### src/rtl/ms_wb_pkg.sv
// Shared types for the Wishbone single-transaction initiator.
// FSM encoding and wait-counter width.
package ms_wb_pkg;

  localparam int WAIT_W = 16;

  typedef logic [WAIT_W-1:0] wait_cnt_t;

  typedef enum logic [1:0] {
    ST_IDLE = 2'd0,
    ST_BUS  = 2'd1,
    ST_RESP = 2'd2
  } wb_state_e;

endpackage

### src/rtl/ms_wb_initiator.sv
// Wishbone classic initiator: one outstanding command,
// bounded ack wait, buffered response.
module ms_wb_initiator
  import ms_wb_pkg::*;
#(
  parameter int unsigned TIMEOUT = 255
) (
  input  logic        clk_i,
  input  logic        rst_i,
  input  logic        cmd_valid,
  output logic        cmd_ready,
  input  logic        cmd_we,
  input  logic [31:0] cmd_adr,
  input  logic [31:0] cmd_dat,
  input  logic [3:0]  cmd_sel,
  output logic        rsp_valid,
  input  logic        rsp_ready,
  output logic [31:0] rsp_dat,
  output logic        rsp_err,
  output logic        wbm_cyc_o,
  output logic        wbm_stb_o,
  output logic        wbm_we_o,
  output logic [31:0] wbm_adr_o,
  output logic [31:0] wbm_dat_o,
  output logic [3:0]  wbm_sel_o,
  input  logic [31:0] wbm_dat_i,
  input  logic        wbm_ack_i,
  output logic        busy
);

  localparam wait_cnt_t TO_LAST = WAIT_W'(TIMEOUT - 1);

  wb_state_e state_q;
  wb_state_e state_d;

  wait_cnt_t   wait_q;
  logic        we_q;
  logic [31:0] adr_q;
  logic [31:0] dat_q;
  logic [3:0]  sel_q;
  logic [31:0] rsp_dat_q;
  logic        rsp_err_q;

  logic accept;
  logic in_bus;
  logic bus_ack;
  logic bus_to;

  assign accept  = (state_q == ST_IDLE) && cmd_valid;
  assign in_bus  = (state_q == ST_BUS);
  assign bus_ack = in_bus && wbm_ack_i;
  // Timeout fires on the TIMEOUT-th stb cycle; ack wins a tie.
  assign bus_to  = in_bus && !wbm_ack_i
                   && (wait_q == TO_LAST);

  always_ff @(posedge clk_i) begin
    if (rst_i) begin
      state_q <= ST_IDLE;
    end else begin
      state_q <= state_d;
    end
  end

  always_comb begin
    state_d = state_q;
    unique case (state_q)
      ST_IDLE: begin
        if (cmd_valid) state_d = ST_BUS;
      end
      ST_BUS: begin
        if (bus_ack || bus_to) state_d = ST_RESP;
      end
      ST_RESP: begin
        if (rsp_ready) state_d = ST_IDLE;
      end
      default: state_d = ST_IDLE;
    endcase
  end

  always_comb begin
    cmd_ready = (state_q == ST_IDLE);
    busy      = (state_q != ST_IDLE);
    wbm_cyc_o = in_bus;
    wbm_stb_o = in_bus;
    rsp_valid = (state_q == ST_RESP);
  end

  always_ff @(posedge clk_i) begin
    if (rst_i) begin
      wait_q    <= '0;
      we_q      <= 1'b0;
      adr_q     <= '0;
      dat_q     <= '0;
      sel_q     <= '0;
      rsp_dat_q <= '0;
      rsp_err_q <= 1'b0;
    end else begin
      if (accept) begin
        we_q   <= cmd_we;
        adr_q  <= cmd_adr;
        dat_q  <= cmd_dat;
        sel_q  <= cmd_sel;
        wait_q <= '0;
      end else if (in_bus && !wbm_ack_i) begin
        wait_q <= wait_q + 1'b1;
      end
      if (bus_ack) begin
        rsp_dat_q <= we_q ? 32'h0 : wbm_dat_i;
        rsp_err_q <= 1'b0;
      end else if (bus_to) begin
        rsp_dat_q <= 32'h0;
        rsp_err_q <= 1'b1;
      end
    end
  end

  assign wbm_we_o  = we_q;
  assign wbm_adr_o = adr_q;
  assign wbm_dat_o = dat_q;
  assign wbm_sel_o = sel_q;
  assign rsp_dat   = rsp_dat_q;
  assign rsp_err   = rsp_err_q;

endmodule

### config.mk
export PLATFORM = sky130hd
export DESIGN_NAME = ms_wb_initiator
export DESIGN_NICKNAME = d
export VERILOG_FILES = /design/src/rtl/ms_wb_pkg.sv /design/src/rtl/ms_wb_initiator.sv
export SDC_FILE = /design/constraint.sdc
export NUM_CORES = 1
export LEC_CHECK = 0
export CAP_MARGIN = 10
export CORE_MARGIN = 3
export CORE_UTILIZATION = 42
export DETAILED_ROUTE_END_ITERATION = 6
export GPL_TIMING_DRIVEN = 0
export PLACE_DENSITY = 0.86
export SYNTH_ARGS = -nofsm -noshare
export SYNTH_HDL_FRONTEND = slang
export SYNTH_SLANG_ARGS = --single-unit
### constraint.sdc
create_clock -name clk_i -period 2.25 [get_ports clk_i]
set_input_delay 0.3375 -clock clk_i [delete_from_list [all_inputs] [get_ports clk_i]]
set_output_delay 0.3375 -clock clk_i [all_outputs]
set_load 0.02 [all_outputs]
# ---- Word-level counts from Yosys, hierarchy flattened
# Index checks and enable logic that the tools add are counted.
dict set report word_totals {
  reg_bits 120
  input_bits 106
  output_inout_bits 107
  elab_cells 34
}
dict set report classes {
  addsub 1
  n_eq_ne 6
  n_mux 7
  n_reduce_logical 12
}
# cell n
set op_table {}
lappend op_table {{$mux W32} 3}
lappend op_table {{$add A16 B1 Y16 const B} 1}
lappend op_table {{$eq A16 B8 Y1 const B} 1}
lappend op_table {{$mux W2} 3}
lappend op_table {{$pmux W2 S3} 1}
lappend op_table {{$logic_and A1 B1 Y1} 4}
lappend op_table {{$ne A2 B1 Y1 const B} 2}
lappend op_table {{$reduce_bool A2 Y1} 2}
lappend op_table {{$reduce_or A2 Y1} 2}
lappend op_table {{$reduce_and A3 Y1} 1}
lappend op_table {{$eq A2 B1 Y1 const B} 1}
lappend op_table {{$eq A2 B2 Y1 const B} 1}
lappend op_table {{$logic_not A2 Y1} 1}
lappend op_table {{$ne A2 B2 Y1 const B} 1}
lappend op_table {{$logic_not A1 Y1} 1}
lappend op_table {{$logic_or A1 B1 Y1} 1}

# ---- Longest topological paths before layout
# Gate-level depths: netlist (run 1).
dict set report depth {
  word_depth 6
  depth_mapped 7
  mapped_depth_nobuf 6
}

# ---- Worst setup path before layout (run 1)
# OpenSTA, ideal clock, no wires.
dict set report synth_path {
  path_type {reg-to-reg}
  start {register wait_q[0]}
  end {register wait_q[14]}
  setup_time_ps 70
  t_arrival_ps 1799
  required_time_ps 2180
  path_slack_ps 381
  stages_incl_launch_ff 6
  path_buffers 0
  period_less_slack_ps 1869
  cell_sequence {dfxtp_1 > ha_1 > nand4bb_1 > or4_4 > or3_1 > a21oi_1}
}
dict set report synth_between {
  elab_chain_len 1
}
# item line_no
set synth_rtl {}
lappend synth_rtl {{start: declaration} ms_wb_initiator.sv:36} ;# wait_cnt_t wait_q;
lappend synth_rtl {{start signal: assignment} ms_wb_initiator.sv:105} ;# wait_q <= wait_q + 1'b1;
lappend synth_rtl {{$add A16 B1 Y16} ms_wb_initiator.sv:105}
# No other way between the ends.
# A chain may end at the register's enable or synchronous reset.

# ---- Worst setup path in the final report (run 1)
dict set report layout_path {
  start {register state_q[1]}
  end {output wbm_stb_o}
}
dict set report layout_between {
  elab_chain_len 1
}
# item line_no
set layout_rtl {}
lappend layout_rtl {{start: declaration} ms_wb_initiator.sv:33} ;# wb_state_e state_q;
lappend layout_rtl {{start signal: assignment} ms_wb_initiator.sv:60} ;# state_q <= state_d;
lappend layout_rtl {{$eq A2 B1 Y1} ms_wb_initiator.sv:50} ;# assign in_bus = (state_q == ST_BUS);
lappend layout_rtl {{end: declaration} ms_wb_initiator.sv:21} ;# output logic wbm_stb_o,
# No other way between the ends.

==> key figures, run 1 <==
Outcome
  – Status: finished, final reports clean

Synth
  – Mux contribution to synthesized area: less than 1%
  – Post-synth EDFFs: 0
  – Post-Synth Simple-Gate Area: between 10% and 20%
  – Synth unique cells: 40
  – Top_reg_cell synth: dfxtp_1
  – Avg Cell Area, Syn: between 8 and 9 µm²
  – Synthesized cell area: around 4700 µm²
  – Compound-cell area share of the yosys netlist: 20.99%
  – Post-synthesis adder-cell area fraction: less than 1%
  – Yosys Warn Count: 0
  – Register bit total from synthesis: 120
  – Xor and xnor area share after synthesis: 1.865%
  – Mapped Nets: between 600 and 700
  – Synth async-reset ratio: 0%
  – Cells after synthesis: ~560
  – Largest family of logic cells by synthesized area: compound AO/OA/AOI/OAI gates
  – Seq/Total Area, Yosys: 51.15%

Timing
  – Slew margin rel.: about three fifths
  – Skew final: about 0.0086 ns
  – RSZ-0062 raised after global routing: false
  – Max Clk Rate: about 460 MHz
  – Slew Viols, Final: 0
  – Final min period: between 2 and 2.5 ns
  – Hold Vio Cnt, Final: 0
  – Final setup fails: 0
  – Tightest Pin Transition: roughly 0.59 ns
  – Setup TNS Final: 0 ns
  – Period utilization: 96.83%

Setup path
  – CP Capture Type: primary output
  – Crit-path cells: buf_2, nand2b_2, inv_2, buf_4, dlygate4sd2_1
  – Critical path class: reg2out
  – R2r setup slk: approximately 0.11 ns
  – Critical Path Start Type: register
  – CP peak stage delay: ~0.32 ns
  – WP data required: about 1.9 ns
  – CP max FO: 8
  – Worst-case reg-to-reg path depth: 5
  – Crit path launch: state_q[1]
  – R2R Path Start: wait_q[0]
  – Crit path DAT: around 1.8 ns
  – Crit path to: wbm_stb_o
  – R2r endpoint: wait_q[14]
  – Slowest-stage cell, CP: dlygate4sd2_1

Layout
  – Filler instances: roughly 800
  – Layout cell share with drive strength beyond 1: between 5 and 6%
  – Nets@finish: between 800 and 900
  – Diodes inserted: 0
  – Final core utilization: between 70% and 80%
  – P&R area growth vs syn: 60.90%

GRT
  – Initial antenna violation count: 0
  – Pin count of the biggest net entering global routing: 17
  – Overflow after GRT: 0
  – Tot GR Track Use: 25.11%
  – Global-route wire length before repair: about 26000 µm
  – Vias in the first global route: 5097

Floorplan
  – I/O pins: 213
  – Initial core utilization: 44.31%
  – Die ar.: around 12000 µm²
  – Die width: around 110 µm
  – Row count: 37
  – Core area: around 11000 µm²
  – Die Span Y: roughly 110 µm

Routing
  – Pre-antenna DRT Iters: 5
  – DRC: 0
  – DRT iter0 DRCs: ~370
  – Routed WL: between 15000 and 20000 µm
  – Vias: 5026
  – WL/cell: between 15 and 20 µm
  – Vias per cell: between 5 and 6
  – Post-route ant nets: 0

Clocking
  – Worst skew pair latency: 0.50 ns
  – Clock buffer depth: 2
  – CTS Hold Bufs: 0
  – Total CTS buffers: 17
  – H-tree depth: 4
  – CTS sink cnt: 120
  – Root Driver: clkbuf_8
  – CTS tree: built
  – Worst-path clk slew: 0.06 ns

Power
  – Power consumption: between 0.006 and 0.007 W
  – Worst IR drop on VDD: about 0.00049 V
  – Static leakage: about 2.7 nW
  – Power per Cell Area: about 800 nW/µm²

Placement
  – Global placement routability congestion: roughly 0.9
  – I/O Buffers: ~210
  – HPWL after DPL: ~12000 µm

Min path
  – Worst hold path class: in2reg
  – Min-delay src: cmd_adr[9]
  – Hold depth: 3

Run
  – # Max-Cap Violations: 0
-- layout make-up --
cell class / count / area, µm² / area share, %
Clock buffer: 22 / 462.9 / 6.126
Tap cell: 136 / 170.2 / 2.252
Timing Repair Buffer: 215 / 2137 / 28.28
Buffer: 45 / 176.4 / 2.334
Multi-Input combinational cell: 354 / 1993 / 26.37
Inverter: 38 / 142.6 / 1.887
Clock inverter: 7 / 72.57 / 0.9603
Sequential cell: 120 / 2402 / 31.79
-- how the worst min path moves through the flow --
stage / end
floorplan: rsp_dat[0]
global placement: wbm_adr_o[19]
detailed placement: wbm_adr_o[19]
CTS: wbm_adr_o[9]
global route: wbm_dat_o[3]
finish: wbm_adr_o[9]
-- cell families after synthesis --
kind of cell,Yosys count
buffers and inverters,84
flip-flops,120
multiplexers,1
XOR/XNOR,10
AO/OA/AOI/OAI,145
adder cells (fa/ha/maj),2
AND/OR/NAND/NOR,196
-- worst max-delay path: cells and delay by family (launching register included) --
family                 cells  cell delay, ns
flip-flops                 1            0.29
AND/OR/NAND/NOR            1            0.30
buffers and inverters      4            0.75
-- where the power goes --
part           switching (W)  internal (W)
Sequential          0.000107       0.00229
Clock               0.000916       0.00153
Combinational       0.000660      0.000576
-- timing repair --
item | 4_1_cts | 5_1_grt
resized for setup | 5 | 3
cloned | 0 | 0
buffers inserted | 0 | 3
setup endpoints to repair | 22 | 21
pin swaps | 0 | 1
-- synthesized netlist by cell type (all sizes together), types with 3 or more instances --
library cell    n  area share (%)
o41ai          32             6.0
a32oi          32             6.0
nor4            3            0.53
nand4           7            0.93
buf             4            0.45
dfxtp         120              51
clkbuf         42             3.4
nand3           3            0.32
inv            38             3.0
nand2         144              12
nor3b           3            0.72
nor2           16             1.3
xnor2           5            0.93
a21oi          73             7.8
nor3            5            0.53
or3             3            0.40
xor2            5            0.93
-- sequential cells by signal, summed over array words and instances, names as in the netlist --
| signal | flops |
|---|---|
| wbm_adr_o | 32 |
| wbm_dat_o | 32 |
| wbm_sel_o | 4 |
| state_q | 2 |
| rsp_dat | 32 |
| wait_q | 16 |
| wbm_we_o | 1 |
| rsp_err | 1 |
-- per-stage QoR --
stage          setup slack (ns)  instances  instance area, µm²  hold slack, ns
2_1_floorplan            0.3805        558                4697          0.4513
3_3_place_gp            -0.4523        905                6979          0.4407
3_5_place_dp            -0.2881        906                6984          0.4482
4_1_cts                 0.05612        934                7525          0.3627
5_1_grt                0.007345        937                7557          0.3813
6_report                0.07121        937                7557          0.3769
-- layout by cell type (no fill, tap or decap), types with 2 or more instances in the layout --
master	n
nand2_1	144
nand4_1	7
nor3b_1	2
nor3_1	5
clkbuf_16	16
dfxtp_1	120
o21ai_0	2
nor2_1	16
a32oi_1	32
ha_1	2
nand4b_1	2
nand3_1	3
nor4_1	2
o41ai_1	32
clkdlybuf4s50_1	209
and3_1	2
buf_4	4
buf_2	3
or3_1	3
xnor2_1	5
xor2_1	5
inv_1	37
clkbuf_8	4
dlygate4sd2_1	2
a21oi_1	73
clkinvlp_4	5
clkbuf_1	42
-- layer usage --
layer / global-route usage [%] / vias to the layer above / routed length (µm)
met4: 7.461 / 0 / 317
li1: - / 2418 / -
met2: 46.48 / 210 / 8563
met3: 7.609 / 30 / 1196
met1: 27.44 / 2368 / 6040
met5: 0 / - / 0
No activity file was read; power rests on OpenSTA's default activity.
==> run 2, diff against run 1 <==
--- a/config.mk
+++ b/config.mk
@@ -6,7 +6,7 @@
 export NUM_CORES = 1
 export LEC_CHECK = 0
 export CAP_MARGIN = 10
-export CORE_MARGIN = 3
+export CORE_MARGIN = 4
 export CORE_UTILIZATION = 42
 export DETAILED_ROUTE_END_ITERATION = 6
 export GPL_TIMING_DRIVEN = 0
==> key figures, run 2 (synthesis results as in run 1) <==
Setup path
  – Crit-path cells: nor2_1, inv_1, clkdlybuf4s50_1
  – CP top delay family: buffers and inverters
  – Crit path launch: state_q[0]
  – R2r setup slk: 0.15 ns (+0.04 ns)
  – Worst-case reg-to-reg path depth: 5 (unchanged)
  – R2R Path Start: wait_q[1]
  – Critical Path Start Type: register
  – CP max FO: 8 (unchanged)
  – Critical path class: reg2out
  – R2r endpoint: wait_q[14]
  – Crit path depth: 3 (-2)
  – Slowest-stage cell, CP: clkdlybuf4s50_1
  – CP Capture Type: primary output
  – CP peak stage delay: 0.59 ns (+0.27 ns)
  – WP data required: 1.91 ns (about the same)
  – CP bufs+invs: 2 (-2)
  – Crit path DAT: 1.81 ns (-0.03 ns)
  – Crit path to: busy

Floorplan
  – Core area: 10890 µm² (+2.7%)
  – Die ar.: 12940 µm² (+3.6%)
  – Row count: 38 (+2.7%)
  – Initial core utilization: 43.14% (-1.2 points)
  – Die width: 113.8 µm (+1.8%)
  – Die Span Y: 113.8 µm (+1.8%)
  – I/O pins: 213 (unchanged)

Routing
  – DRT iter0 DRCs: 197 (-46%)
  – Vias: 4986 (-0.80%)
  – Pre-antenna DRT Iters: 4 (-1)
  – DRC: 0 (unchanged)
  – Post-route ant nets: 0 (unchanged)
  – Routed WL: 15680 µm (-2.7%)
  – WL/cell: 16.68 µm (-3.0%)
  – Vias per cell: 5.304 (-1.1%)

Min path
  – Worst hold path class: in2reg

Timing
  – Final min period: 2.150 ns (-0.02860 ns)
  – Slew margin rel.: 44.80% (-16 points)
  – Max Clk Rate: 465.1 MHz (+1.3%)
  – RSZ-0062 raised after global routing: true
  – Worst Hold Slack: 0.3713 ns (-0.005639 ns)
  – Tightest Pin Transition: 0.8243 ns (+0.2338 ns)
  – Hold Vio Cnt, Final: 0 (unchanged)
  – Final setup fails: 0 (unchanged)
  – Period utilization: 95.56% (-1.3 points)
  – Skew final: 0.008723 ns (+0.0001124 ns)
  – Slew Viols, Final: 0 (unchanged)

Layout
  – Nets@finish: 895 (-0.44%)
  – P&R area growth vs syn: 62.39%
  – Final instance area: 7627 µm² (+0.93%)
  – Diodes inserted: 0 (unchanged)
  – Layout cell share with drive strength beyond 1: 5.625% (+0.38 points)
  – Filler instances: 846 (+5.0%)
  – Most common cell after layout, fill and taps aside: clkdlybuf4s50_1
  – Most frequent cells in the layout: clkdlybuf4s50_1 (209), nand2_1 (144), dfxtp_1 (119)

Clocking
  – CTS sink cnt: 120 (unchanged)
  – Root Driver: clkbuf_8
  – CTS Hold Bufs: 0 (unchanged)
  – Total CTS buffers: 17 (unchanged)
  – Clock buffer depth: 2 (unchanged)
  – Worst-path clk slew: 0.06 ns (about the same)
  – Worst skew pair latency: 0.51 ns (about the same)
  – CTS tree: built
  – H-tree depth: 4 (unchanged)
  – Post-CTS Setup Bufs: 0 (unchanged)

Run
  – # Max-Cap Violations: 0 (unchanged)

GRT
  – Vias in the first global route: 5155 (+1.1%)
  – Pin count of the biggest net entering global routing: 17 (unchanged)
  – Tot GR Track Use: 24.05% (-1.1 points)
  – Initial antenna violation count: 0 (unchanged)
  – Overflow after GRT: 0 (unchanged)
  – Global-route wire length before repair: 24980 µm (-2.9%)

Power
  – Static leakage: 2.699 nW (+1.4%)
  – Power per Cell Area: 843.7 nW/µm² (+5.0%)
  – Worst IR drop on VDD: 0.0004909 V (-0.75%)

Placement
  – I/O Buffers: 211 (unchanged)
  – Global placement routability congestion: 0.9000 (+0.52%)
  – HPWL after DPL: 11450 µm (-2.4%)
  – Placed Area: 6989 µm² (about the same)

Outcome
  – Status: finished, final reports clean
[run 2: cell count changes in the layout (fill, tap and decap cells not counted), moves of 2 or more]
cell        previous run  this run
buf_4                  4         1
bufinv_16              1         4
clkbuf_8               4         1
clkinv_4               0         3
clkinvlp_4             5         2
inv_6                  0         3
clkbuf_1              42        40
[run 2: final cells by class]
type	instances	area (µm²)	share of cell area, %
Clock buffer	18	417.9	5.479
Clock inverter	14	197.7	2.592
Buffer	45	177.7	2.329
Inverter	38	142.6	1.870
Multi-Input combinational cell	354	2003	26.26
Sequential cell	120	2404	31.51
Timing Repair Buffer	211	2110	27.66
Tap cell	140	175.2	2.297
[run 2: worst min path at each step]
stage                               end  cells past startpoint  slack (ns)     startpoint
after floorplan              rsp_dat[0]                      2        0.45   wbm_dat_i[0]
after global placement    wbm_adr_o[18]                      2        0.44  wbm_adr_o[18]
after detailed placement   wbm_dat_o[0]                      2        0.45   wbm_dat_o[0]
after CTS                 wbm_dat_o[14]                      3        0.36    cmd_dat[14]
after global routing      wbm_dat_o[14]                      3        0.37    cmd_dat[14]
final                     wbm_dat_o[14]                      3        0.37    cmd_dat[14]
[run 2: metrics by stage]
stage               total power (W)   TNS (ns)  worst slack [ns]  utilization [%]  std cells
finish                     0.006435          0           0.09981            70.05        940
global route               0.006673  -0.001033         -0.001033            70.05        940
CTS                        0.006467          0           0.02317            69.89        940
detailed placement         0.003659     -6.863           -0.2808            64.19        909
global placement           0.003616     -35.32           -0.5362            64.15        909
floorplan                  0.003001          0            0.3805                -        558
[run 2: what timing repair did]
action	4_1_cts	5_1_grt
gates resized for setup	5	7
setup endpoints to repair	24	23
gates cloned	0	0
[run 2: where the power goes]
part	switching (W)	internal, W
Sequential	0.000106	0.00229
Combinational	0.000656	0.000577
Clock	0.00100	0.00181
[run 2: per-layer routing]
layer	GRT usage [%]	vias to the layer above	wire length, µm
met5	0	-	0
met1	26.29	2365	5971
li1	-	2420	-
met3	8.170	37	1094
met2	42.40	164	8131
met4	10.10	0	486
[run 2: worst reg2reg max path: stages (launching register included)]
cell and delay, ns:
dfxtp_1 0.44, ha_1 0.27, nand4bb_1 0.23, or4_4 0.60
or3_1 0.35, a21oi_1 0.14
==> run 3, diff against run 2 <==
--- a/config.mk
+++ b/config.mk
@@ -5,12 +5,13 @@
 export SDC_FILE = /design/constraint.sdc
 export NUM_CORES = 1
 export LEC_CHECK = 0
+export ABC_AREA = 1
 export CAP_MARGIN = 10
 export CORE_MARGIN = 4
-export CORE_UTILIZATION = 42
+export CORE_UTILIZATION = 41
 export DETAILED_ROUTE_END_ITERATION = 6
 export GPL_TIMING_DRIVEN = 0
-export PLACE_DENSITY = 0.86
+export PLACE_DENSITY = 0.85
 export SYNTH_ARGS = -nofsm -noshare
 export SYNTH_HDL_FRONTEND = slang
 export SYNTH_SLANG_ARGS = --single-unit
==> key figures, run 3 <==
Outcome
  – Status: finished, final reports clean

Setup path
  – CP bufs+invs: 4 (+2)
  – R2r endpoint: rsp_dat[29]
  – Critical path class: reg2out
  – R2R Path Start: wait_q[0]
  – Worst-case reg-to-reg path depth: 8 (+3)
  – Crit path launch: state_q[1]
  – CP peak stage delay: 0.59 ns (about the same)
  – Critical Path Start Type: register
  – CP Capture Type: primary output
  – CP max FO: 4 (-4)
  – WP data required: 1.91 ns (about the same)
  – Crit path to: wbm_stb_o
  – R2r setup slk: 0.73 ns (+0.58 ns)
  – Crit-path cells: inv_1, nand2_2, inv_2, buf_4, clkdlybuf4s50_1
  – Crit path depth: 5 (+2)
  – Crit path DAT: 1.74 ns (-0.07 ns)
  – Slowest-stage cell, CP: clkdlybuf4s50_1
  – CP top delay family: buffers and inverters

Layout
  – Layout cell share with drive strength beyond 1: 8.009% (+2.4 points)
  – Most common cell after layout, fill and taps aside: clkdlybuf4s50_1
  – P&R area growth vs syn: 64.03%
  – Most frequent cells in the layout: clkdlybuf4s50_1 (211), nor2_1 (161), dfxtp_1 (120)
  – Nets@finish: 944 (+5.5%)
  – Diodes inserted: 0 (unchanged)
  – Fin cells: 989 (+5.2%)

Clocking
  – Worst skew pair latency: 0.41 ns (-0.10 ns)
  – Worst-path clk slew: 0.05 ns (about the same)
  – Total CTS buffers: 17 (unchanged)
  – Post_cts resized: 0 (-5)
  – CTS tree: built
  – CTS Hold Bufs: 0 (unchanged)
  – Root Driver: clkbuf_16
  – CTS sink cnt: 120 (unchanged)
  – H-tree depth: 4 (unchanged)
  – Post-CTS Setup Bufs: 0 (unchanged)
  – Clock buffer depth: 2 (unchanged)

Placement
  – HPWL after DPL: 10650 µm (-7.0%)
  – Placed insts: 957 (+5.3%)
  – I/O Buffers: 211 (unchanged)
  – Global placement routability congestion: 0.8629 (-4.1%)

Timing
  – Final min period: 2.077 ns (-0.07352 ns)
  – Slew margin rel.: 67.54% (+23 points)
  – Period utilization: 92.30% (-3.3 points)
  – Setup TNS Final: 0 ns (unchanged)
  – Max Clk Rate: 481.5 MHz (+3.5%)
  – Slew Viols, Final: 0 (unchanged)
  – Final setup fails: 0 (unchanged)
  – Tightest Pin Transition: 0.4869 ns (-0.3374 ns)
  – RSZ-0062 raised after global routing: false
  – Skew final: 0.01131 ns (+0.002590 ns)
  – Hold Vio Cnt, Final: 0 (unchanged)

Synth
  – Register bit total from synthesis: 120 (unchanged)
  – Area contributors post-synth: dfxtp_1 (52%), nor2_1 (13%), o21ai_0 (8.1%), nand2_1 (6.2%), a21oi_1 (4.9%)
  – Synthesized cell area: 4643 µm² (-1.1%)
  – Post-synth EDFFs: 0 (unchanged)
  – Yosys top cell area share: 51.74% (+0.59 points)
  – Most frequent cell after synthesis: nor2_1
  – Cells after synthesis: 606 (+8.6%)
  – Avg Cell Area, Syn: 7.662 µm² (-9.0%)
  – Most common library cells after synthesis: nor2_1 (161), dfxtp_1 (120), nand2_1 (77), o21ai_0 (75), a21oi_1 (45)
  – Synth unique cells: 29 (-28%)
  – Mapped Nets: 714 (+7.2%)
  – Yosys Warn Count: 0 (unchanged)
  – Synth async-reset ratio: 0% (unchanged)
  – Post-synth top area cell: dfxtp_1
  – Top_reg_cell synth: dfxtp_1
  – Seq/Total Area, Yosys: 51.74% (+0.59 points)

Power
  – Static leakage: 2.869 nW (+6.3%)
  – Power per Cell Area: 851.3 nW/µm² (+0.90%)
  – Worst IR drop on VDD: 0.0005857 V (+19%)

Run
  – # Max-Cap Violations: 0 (unchanged)

Routing
  – DRC: 0 (unchanged)
  – WL/cell: 14.88 µm (-11%)
  – Vias: 4787 (-4.0%)
  – Routed WL: 14710 µm (-6.2%)
  – Vias per cell: 4.840 (-8.7%)
  – DRT iter0 DRCs: 229 (+16%)
  – Pre-antenna DRT Iters: 5 (+1)
  – Post-route ant nets: 0 (unchanged)

Floorplan
  – I/O pins: 213 (unchanged)
  – Die width: 114.4 µm (+0.59%)
  – Die Span Y: 114.4 µm (+0.59%)
  – Row count: 38 (unchanged)
  – Core area: 10980 µm² (+0.87%)
  – Die ar.: 13090 µm² (+1.2%)
  – Initial core utilization: 42.28% (-0.86 points)

Min path
  – Worst hold path class: in2reg

GRT
  – Pin count of the biggest net entering global routing: 17 (unchanged)
  – Tot GR Track Use: 22.79% (-1.3 points)
  – Vias in the first global route: 4893 (-5.1%)
  – Global-route wire length before repair: 23490 µm (-6.0%)
  – Overflow after GRT: 0 (unchanged)
  – Initial antenna violation count: 0 (unchanged)
## run 3: cell types whose count changed in the layout (fill, tap and decap cells not counted), moves of 32 or more
cell     change
nand2_1     -67
nor2_1     +145
a32oi_1     -32
o41ai_1     -32
nand3_1     +39
o21ai_0     +73
## run 3: cell families after synthesis
group           synth area share (%)
compound gates                 13.58
xor+xnor                      0.3773
fa+ha+maj                     0.5389
buf+inv                        6.494
flops                          51.74
simple gates                   27.27
## run 3: worst min path at each step
stage                     from          to  slack, ns  cells past startpoint
floorplan           wait_q[15]  wait_q[15]       0.45                      2
global placement       rsp_err     rsp_err       0.45                      2
detailed placement     rsp_err     rsp_err       0.45                      2
CTS                      rst_i  state_q[1]       0.23                      2
global route             rst_i  state_q[1]       0.24                      2
finish                   rst_i  state_q[1]       0.24                      2
## run 3: power breakdown
group          internal [W]  switching (W)  total, W
clock               0.00212        0.00100   0.00312
sequential          0.00226      0.0000736   0.00234
combinational      0.000506       0.000517   0.00102
## run 3: layer usage
metal	part of all wire, %	vias to the layer above	GRT usage [%]	routed length [µm]
met5	0	-	0	0
met3	10	22	11.47	1464
met1	37	2153	22.60	5463
met2	51	188	41.21	7520
met4	1.8	0	7.205	265
li1	-	2424	-	-
## run 3: final cells by class
cell class	count	area, µm²
Sequential cell	120	2402
Buffer	37	215.2
Timing Repair Buffer	211	2112
Tap cell	140	175.2
Multi-Input combinational cell	426	1939
Clock inverter	13	242.7
Inverter	23	86.33
Clock buffer	19	442.9
Fill cell	863	3367
## run 3: stage by stage
| step | total power (W) | utilization (%) | hold slack [ns] | cell area (µm²) | setup slack, ns |
|---|---|---|---|---|---|
| 2_1_floorplan | 0.002842 | - | 0.4537 | 4643 | 0.9377 |
| 3_3_place_gp | 0.003382 | 63.10 | 0.4470 | 6930 | 0.4586 |
| 3_5_place_dp | 0.003398 | 63.10 | 0.4542 | 6930 | 0.4537 |
| 4_1_cts | 0.006527 | 69.34 | 0.2270 | 7616 | 0.1584 |
| 5_1_grt | 0.006717 | 69.34 | 0.2381 | 7616 | 0.09322 |
| 6_report | 0.006484 | 69.34 | 0.2402 | 7616 | 0.1733 |
